### src/rtl/wb_dcache_mem_bridge_pkg.sv
// Shared types and derived geometry for the dcache <-> data-memory bridge.
package wb_dcache_mem_bridge_pkg;

  localparam int DCACHE_ADDR_W = 32;
  localparam int DCACHE_LINE_W = 128;
  localparam int DCACHE_BUS_W  = 32;

  // Number of bus beats needed to move one cache line.
  function automatic int line_beats(input int line_w, input int bus_w);
    return line_w / bus_w;
  endfunction

  // Number of byte-offset bits inside one cache line.
  function automatic int line_offset_bits(input int line_w);
    return $clog2(line_w / 8);
  endfunction

  localparam int DCACHE_LINE_BEATS       = line_beats(DCACHE_LINE_W, DCACHE_BUS_W);
  localparam int DCACHE_LINE_OFFSET_BITS = line_offset_bits(DCACHE_LINE_W);

  typedef enum logic [1:0] {
    ST_IDLE,   // waiting for a line request
    ST_BEAT,   // issuing bus beats for the current line
    ST_DRAIN,  // request killed, waiting for the outstanding beat to retire
    ST_RESP    // line done, pulsing the ack back to the controller
  } type_dcache_bridge_states_e;

endpackage

### src/rtl/wb_dcache_mem_bridge.sv
// Line-to-beat sequencer: turns one dcache line request (refill or write-back)
// into LINE_W/BUS_W ascending bus beats and returns a single-cycle line ack.
module wb_dcache_mem_bridge
  import wb_dcache_mem_bridge_pkg::*;
#(
  parameter int ADDR_W = DCACHE_ADDR_W,
  parameter int LINE_W = DCACHE_LINE_W,
  parameter int BUS_W  = DCACHE_BUS_W
) (
  input  logic              clk,
  input  logic              rst_n,
  input  logic              dcache2mem_req_i,
  input  logic              dcache2mem_wr_i,
  input  logic              dcache2mem_kill_i,
  input  logic [ADDR_W-1:0] dcache2mem_addr_i,
  input  logic [LINE_W-1:0] dcache2mem_data_i,
  output logic              mem2dcache_ack_o,
  output logic [LINE_W-1:0] mem2dcache_data_o,
  output logic              bus_req_o,
  output logic              bus_wr_o,
  output logic [ADDR_W-1:0] bus_addr_o,
  output logic [BUS_W-1:0]  bus_wdata_o,
  input  logic              bus_ack_i,
  input  logic [BUS_W-1:0]  bus_rdata_i
);

  localparam int BEATS      = line_beats(LINE_W, BUS_W);
  localparam int CNT_W      = $clog2(BEATS);
  localparam int BEAT_BYTES = BUS_W / 8;
  localparam int LINE_BYTES = LINE_W / 8;

  localparam logic [CNT_W-1:0]  LAST_BEAT   = CNT_W'(BEATS - 1);
  localparam logic [ADDR_W-1:0] OFFSET_MASK = ADDR_W'(LINE_BYTES - 1);

  type_dcache_bridge_states_e state;
  logic [CNT_W-1:0]           cnt;
  logic [LINE_W-1:0]          wline_q;   // write-back words not yet on the bus
  logic [ADDR_W-1:0]          line_base;

  // Line-aligned form of the incoming request address.
  assign line_base = dcache2mem_addr_i & ~OFFSET_MASK;

  // Sequencer: state, beat counter, write shift register and all registered outputs.
  // NOTE: every register here is assigned with <= so all of them update from the
  // same pre-edge values; a blocking = would let later statements see new values.
  always_ff @(posedge clk or negedge rst_n) begin
    if (!rst_n) begin
      state             <= ST_IDLE;
      cnt               <= '0;
      wline_q           <= '0;
      mem2dcache_ack_o  <= 1'b0;
      // NOTE: the line data registers are reset too, because the refill line is
      // a visible output that must read as zero straight out of reset.
      mem2dcache_data_o <= '0;
      bus_req_o         <= 1'b0;
      bus_wr_o          <= 1'b0;
      bus_addr_o        <= '0;
      bus_wdata_o       <= '0;
    end else begin
      mem2dcache_ack_o <= 1'b0;
      unique case (state)
        ST_IDLE: begin
          // Kill wins over a request arriving in the same cycle.
          if (dcache2mem_req_i && !dcache2mem_kill_i) begin
            cnt         <= '0;
            bus_req_o   <= 1'b1;
            bus_wr_o    <= dcache2mem_wr_i;
            bus_addr_o  <= line_base;
            bus_wdata_o <= dcache2mem_data_i[BUS_W-1:0];
            wline_q     <= dcache2mem_data_i >> BUS_W;
            state       <= ST_BEAT;
          end
        end
        ST_BEAT: begin
          if (bus_ack_i) begin
            // Read data is valid in the ack cycle; drop it into its beat slot.
            if (!bus_wr_o) begin
              mem2dcache_data_o[int'(cnt)*BUS_W +: BUS_W] <= bus_rdata_i;
            end
            cnt         <= cnt + CNT_W'(1);
            bus_addr_o  <= bus_addr_o + ADDR_W'(BEAT_BYTES);
            bus_wdata_o <= wline_q[BUS_W-1:0];
            wline_q     <= wline_q >> BUS_W;
            if (dcache2mem_kill_i) begin
              bus_req_o <= 1'b0;
              state     <= ST_IDLE;
            end else if (cnt == LAST_BEAT) begin
              bus_req_o        <= 1'b0;
              mem2dcache_ack_o <= 1'b1;
              state            <= ST_RESP;
            end
          end else if (dcache2mem_kill_i) begin
            // The bus cannot retract a beat, so keep requesting until it retires.
            state <= ST_DRAIN;
          end
        end
        ST_DRAIN: begin
          if (bus_ack_i) begin
            bus_req_o <= 1'b0;
            state     <= ST_IDLE;
          end
        end
        ST_RESP: begin
          // The ack pulse is already up for this cycle; requests are not looked at here.
          state <= ST_IDLE;
        end
        default: state <= ST_IDLE;
      endcase
    end
  end

endmodule

### config.mk
export PLATFORM = sky130hd
export DESIGN_NAME = wb_dcache_mem_bridge
export DESIGN_NICKNAME = d
export VERILOG_FILES = /design/src/rtl/wb_dcache_mem_bridge_pkg.sv /design/src/rtl/wb_dcache_mem_bridge.sv
export SDC_FILE = /design/constraint.sdc
export NUM_CORES = 1
export LEC_CHECK = 0
export ABC_AREA = 1
export ABC_CLOCK_PERIOD_IN_PS = 5530
export BUFFER_PORTS_ARGS = -buffer_cell sky130_fd_sc_hd__buf_2
export CORE_MARGIN = 8
export CORE_UTILIZATION = 45
export CTS_BUF_LIST = sky130_fd_sc_hd__clkbuf_4
export CTS_CLUSTER_DIAMETER = 50
export CTS_CLUSTER_SIZE = 16
export DETAILED_ROUTE_END_ITERATION = 6
export PLACE_DENSITY = 0.8
export SYNTH_ARGS = -nofsm -noshare
export SYNTH_HDL_FRONTEND = slang
export SYNTH_SLANG_ARGS = --single-unit
### constraint.sdc
create_clock -name clk -period 5.53 [get_ports clk]
set_input_delay 0.2765 -clock clk [delete_from_list [all_inputs] [get_ports clk]]
set_output_delay 0.2765 -clock clk [all_outputs]
set_load 0.01 [all_outputs]
==> results of run 1 <==
==> layer usage <==
layer | part of all wire | global-route usage | vias up
li1 | - | - | 6627
met1 | 0.38 | 0.333 | 6899
met2 | 0.47 | 0.432 | 949
met3 | 0.10 | 0.0710 | 192
met4 | 0.050 | 0.135 | 10
met5 | 0.0014 | 0 | -
==> stage by stage <==
stage | worst slack (ps) | util
final | 1960 | 0.612
after global routing | 1620 | 0.612
after CTS | 2020 | 0.611
after detailed placement | 2020 | 0.527
after global placement | 2080 | 0.527
after floorplan | 3360 | -
==> power groups by stage <==
stage	clock network, mW	logic, mW	registers, mW
after floorplan	0	2.55	3.55
after global placement	0	3.81	3.47
after detailed placement	0	3.93	3.51
after CTS	1.50	4.04	3.47
after global routing	1.60	4.62	3.60
final	1.49	4.18	3.52
==> registers in the layout, summed over array words and instances (netlist names) <==
signal and cells:
state 2, mem2dcache_data_o 128, bus_wr_o 1, mem2dcache_ack_o 1, cnt 2, bus_addr_o 30
wline_q 96, bus_req_o 1, bus_wdata_o 32
==> layout make-up <==
type                            count  area (sq um)
Fill cell                        2364         11500
Sequential cell                   293          7330
Multi-Input combinational cell   1209          5540
Timing Repair Buffer              596          4010
Tap cell                          390           488
Clock inverter                     25           323
Clock buffer                       37           278
Inverter                           51           199
Antenna cell                        2          5.00
==> path summary, 6_finish.rpt <==
path                            slack [ps]                                 end
min in group asynchronous              140  mem2dcache_data_o[119]$_DFFE_PN0P_
worst max-delay path                  1960   mem2dcache_data_o[94]$_DFFE_PN0P_
worst min-delay path                    90          bus_addr_o[12]$_DFFE_PN0P_
worst max register to register        1960   mem2dcache_data_o[94]$_DFFE_PN0P_
worst min register to register         500   mem2dcache_data_o[36]$_DFFE_PN0P_
max in group asynchronous             4000          bus_addr_o[20]$_DFFE_PN0P_
==> synthesized netlist by cell type, types with 11 or more instances <==
cell and instances:
a21oi_1 12, a31oi_1 96, buf_2 45, clkbuf_1 70
dfrtp_1 293, ha_1 11, inv_1 48, nand2_1 530
nand3_1 106, nand4_1 64, nor2_1 174, o21ai_0 69
o21ai_1 120
==> cell usage in the layout (no fill, tap or decap), types with 10 or more instances in the layout <==
master         instances
a21oi_1               12
ha_1                  10
nand4_1               64
dlygate4sd3_1        192
buf_2                385
a31oi_1               96
clkbuf_4              37
buf_4                 17
o21ai_0               69
dfrtp_1              293
nand3_1              106
o21ai_1              120
nand2_1              529
inv_1                 48
nor2_1               172
==> cells by family (layout without fill, tap and decap cells) <==
family / after synthesis / in the layout / share of synthesized area
DFF: 293 / 293 / 0.539
AOI/OAI and AO/OA: 309 / 309 / 0.125
adders and majority gates: 11 / 11 / 0.0101
buffers and inverters: 177 / 709 / 0.0561
and+or+nand+nor: 886 / 886 / 0.269
other: 1 / 4 / 0.000276
muxes: 1 / 1 / 0.000828
==> worst min-delay path, delay by kind of cell <==
family,cells,cell delay (ps)
and+or+nand+nor,1,100
buffers and inverters,2,140
AOI/OAI and AO/OA,2,190
==> metrics.txt, run 1 <==
TritonCTS sink count=~290; WP data arrival=between 4000 and 5000 ps; Max VDD drop=a little under 0.0004 V; static leakage=9.40 nW; Switching Share=0.469; Required @ worst endpoint=roughly 6100 ps; Stages on worst setup path=7; crit path time final=~3600 ps; Final Routed Wirelength=49600 um; Primary FF master, synth=dfrtp_1; FF+latch count, synth=~290; final hold vios=0; Psw=around 4.3 mW; Final Cell Area=between 0.015 and 0.02 sq mm; worst path bufs/invs=3; WL per Instance=about 19 um; initial core utilization=0.458; Hold Buf Count CTS=approximately 190; Placer Congestion=0.938; Area after DPL=0.0156 sq mm; DR iter-0 viols=around 1400; final setup TNS=0 ps; Post-synth EDFFs=0; Setup Skew=around 86 ps; Die Span X=190 um; worst skew pair latency=720 ps; worst-path fanout max=26; Root Driver=clkbuf_4; Final setup viols=0; Total Nets Final=around 2400; Core Box Area=between 0.02 and 0.03 sq mm; Vias=approximately 15000; Area contributors post-synth=dfrtp_1 54%, nand2_1 15%, nor2_1 4.8%, a31oi_1 4.4%, o21ai_1 4.4%; Ys Warns=0; first-pass GRT wire length=between 70000 and 80000 um; Max Freq=280 MHz; fin crit share=0.646; io pins=~390; Antenna Violating Nets Remaining=0; top-area cell type share of the netlist area=0.539; Hold Crit Start=dcache2mem_addr_i[12]; Reg2Reg Depth=7; DRC viols=0; max cap viols=0; Die Area=around 0.036 sq mm; grt total ovfl=0; Slew Viols, Final=0; CTS buffer count=35; PortBufs=slightly below 400; Vias/cell=~5.6; CTS-repair resized insts=0; Max-slew headroom=0.0978; CP max stage cell=dfrtp_1; worst-path cell chain=clkinv_1 > ha_1 > inv_1 > nor2_2 > buf_4 > nand4_1 > nand2_1; Syn-to-layout area delta=33.7%; number of core rows=63; Startpoint Class=register; area of the mapped netlist=approximately 0.014 sq mm; antenna violations before repair=7; combinational share of power=0.455; async set-reset flop share out of synthesis=1.00; Crit path max-delay family=simple AND/OR/NAND/NOR gates; vias in the first global route=14700; htree depth=2; synthesized netlist cell count=roughly 1700; crit path from=cnt[0]$_DFFE_PN0P_; final total power=roughly 9.2 mW; Tot GR Track Use=0.269; run status=completed; final hold slack=roughly 94 ps; die height=between 150 and 200 um; RR Startpoint=cnt[0]$_DFFE_PN0P_; placed cells=around 2300; CTS max path bufs=3; hold path depth=5; Setup Buffers After CTS=0; post-synthesis sequential area ratio=0.539; Avg Inst Size Synth=between 8 and 9 sq um; Finished Layout Cells=2603; CTS tree=built; TritonRoute pass-1 iters=6; Worst Max-Slew Pin Slew=between 1000 and 1500 ps; power density over the cells=between 500 and 600 mW/mm^2; Post-DP HPWL=just over 30000 um; Internal=between 4 and 5 mW; max incr delay on CP=around 940 ps; dominant cell type by area after synthesis=dfrtp_1; Clock power frac=0.162; clock-pin slew on the worst setup and hold paths=130 ps; Setup CP Type=register to register; Seq pwr share=0.383; count of different cell masters after synthesis=31; share of cells above drive strength 1=0.216; RSZ-0062 raised after global routing=false; HP Class=primary input to register; largest net degree at the start of global routing=152; CP endpoint kind=register
Power figures use the tool's default switching activity.
==> run 2, diff against run 1 <==
- ABC_AREA: 1 -> 0
- ABC_CLOCK_PERIOD_IN_PS: 5530 -> 2900
- PLACE_DENSITY: 0.8 -> 0.83
- clock period: 5.53 -> 2.9 ns (I/O delays scaled with it)
==> metrics.txt, run 2 <==
run status=completed; Setup Buffers After CTS=0; Psw=7.71 mW; clock-pin slew on the worst setup and hold paths=between 100 and 150 ps; Max VDD drop=0.000752 V; final hold vios=0; FF+latch count, synth=about 300; final hold slack=approximately 170 ps; Clock power frac=0.146; CP endpoint kind=register; io pins=slightly below 400; power density over the cells=slightly below 1000 mW/mm^2; Die Area=~0.035 sq mm; Die Span X=between 150 and 200 um; Post-synth EDFFs=0; share of cells above drive strength 1=0.250; most frequent cells in the layout=441 x nand2_1, 385 x buf_2, 293 x dfrtp_1; vias in the first global route=~14000; HP Class=primary input to register; max incr delay on CP=~480 ps; synthesized netlist cell count=1390; Post-DP HPWL=approximately 28000 um; Top Registers=mem2dcache_data_o (128), wline_q (96), bus_wdata_o (32); WL per Instance=19.8 um; fin crit share=0.898; dominant cell type by area after synthesis=dfrtp_1; worst skew pair latency=around 760 ps; PortBufs=between 300 and 400; Switching Share=0.444; Max-slew headroom=0.374; TritonRoute pass-1 iters=5; top-area cell type share of the netlist area=0.559; DR iter-0 viols=approximately 1100; CP max stage cell=clkinv_1; static leakage=a little under 9 nW; most flop-heavy register=mem2dcache_data_o; Vias=13100; Seq pwr share=0.397; Setup CP Type=register to register; Setup Skew=~37 ps; Core Box Area=0.0287 sq mm; htree depth=1; largest net degree at the start of global routing=around 120; antenna violations before repair=8; Root Driver=clkbuf_4; max cap viols=0; Vias/cell=between 5 and 6; CTS-repair resized insts=0; max reg flops=around 130; crit-path most repeated cell=buf_4; area of the mapped netlist=0.0131 sq mm; first-pass GRT wire length=73500 um; Tot GR Track Use=0.258; initial core utilization=0.457; TritonCTS sink count=between 200 and 300; die height=187 um; Ys Warns=0; Internal=about 9.7 mW; Required @ worst endpoint=roughly 3600 ps; Startpoint Class=register; worst-path fanout max=22; CTS tree=built; grt total ovfl=0; combinational share of power=0.457; Antenna Violating Nets Remaining=0; Commonest cells post-synth=445 x nand2_1, 293 x dfrtp_1, 234 x o21ai_0; crit path time final=approximately 2600 ps; count leader, synth=nand2_1; Total Nets Final=2148; Slew Viols, Final=0; RSZ-0062 raised after global routing=false; Avg Inst Size Synth=around 9.4 sq um; Final setup viols=0; Primary FF master, synth=dfrtp_1; Worst Max-Slew Pin Slew=between 900 and 1000 ps; Area contributors post-synth=dfrtp_1 56%, nand2_1 13%, o21ai_0 8.9%, mux2i_1 8.8%, nand3_1 1.9%; Final Routed Wirelength=approximately 46000 um; post-synthesis sequential area ratio=0.559; CTS max path bufs=3; WP data arrival=~3300 ps; number of core rows=62; Syn-to-layout area delta=37.1%; commonest non-fill, non-tap cell in the layout=nand2_1; DRC viols=0; async set-reset flop share out of synthesis=1.00; CTS buffer count=30; worst-path cell chain=inv_1 > ha_4 > buf_4 > clkinv_1 > nand2_1 > buf_4 > o22ai_1 > a21oi_1; Max Freq=about 380 MHz; Placer Congestion=0.863; final setup TNS=0 ps; count of different cell masters after synthesis=46
[run 2: changes by cell type after synthesis, moves of 85 or more]
cell	before	now
o21ai_1	120	0
nand2_1	530	445
a31oi_1	96	2
mux2i_1	0	115
nor2_1	174	16
o21ai_0	69	234
[run 2: kinds of logic (layout without fill, tap and decap cells)]
| kind of cell | Yosys count | in the layout | synth area share |
|---|---|---|---|
| DFF | 293 | 293 | 0.559 |
| other | 1 | 10 | 0.000286 |
| adders and majority gates | 11 | 11 | 0.0105 |
| buffers and inverters | 105 | 674 | 0.0346 |
| muxes | 117 | 117 | 0.0895 |
| and+or+nand+nor | 563 | 563 | 0.183 |
| AOI/OAI and AO/OA | 300 | 300 | 0.123 |
[run 2: worst paths after layout]
| check | from | to | slack, ps | depth (start not counted) |
|---|---|---|---|---|
| min in group asynchronous | rst_n | cnt[1]$_DFFE_PN0P_ | 450 | 3 |
| max | state[1]$_DFFE_PN0P_ | bus_addr_o[23]$_DFFE_PN0P_ | 300 | 8 |
| min | dcache2mem_data_i[100] | wline_q[68]$_DFFE_PN0P_ | 170 | 4 |
| min reg2reg | wline_q[90]$_DFFE_PN0P_ | wline_q[90]$_DFFE_PN0P_ | 480 | 2 |
| max in group asynchronous | rst_n | mem2dcache_data_o[2]$_DFFE_PN0P_ | 1860 | 4 |
| max reg2reg | state[1]$_DFFE_PN0P_ | bus_addr_o[23]$_DFFE_PN0P_ | 300 | 8 |
[run 2: cell type report]
cell class / instances / area, sq um
fillers: 2193 / 10700
flip-flops and latches: 293 / 7330
multi-input cells: 993 / 5380
repair buffers: 612 / 4210
well taps: 384 / 480
clock inverters: 22 / 273
clock buffers: 31 / 233
inverters: 9 / 33.8
diodes: 8 / 20.0
[run 2: through the flow]
stage                util  setup slack (ps)  std cells  power [mW]  cell area, sq um
CTS                 0.625               346       2344        17.0             17900
floorplan               -               947       1391        11.5             13100
detailed placement  0.538               397       2094        14.3             15500
global route        0.626               179       2352        18.5             18000
global placement    0.538               486       2094        13.9             15500
finish              0.626               296       2352        17.4             18000
[run 2: metal layers]
layer  wire length [um]  up-vias  part of all wire  global-route usage
li1                   -     5843                 -                   -
met3               3720      229             0.080              0.0524
met4               3550        0             0.076               0.185
met2              22900      832              0.49               0.442
met1              16300     6168              0.35               0.283
met5                  0        -                 0                   0
[run 2: power groups by stage]
stage	combinational (mW)	clock, mW	sequential, mW
floorplan	4.40	0	7.09
global placement	7.13	0	6.76
detailed placement	7.41	0	6.86
CTS	7.66	2.57	6.77
global route	8.69	2.74	7.06
finish	7.94	2.53	6.90
[run 2: critical path, delay by kind of cell, from the launching register on]
family,cells,cell delay (ps)
simple gates,1,270
compound gates,2,370
buf+inv,4,1260
flops,1,440
fa+ha+maj,1,180
[run 2: repair_timing]
action,4_1_cts,5_1_grt
endpoints found under the setup margin,0,0
endpoints found under the hold margin,585,0
hold buffers,197,0
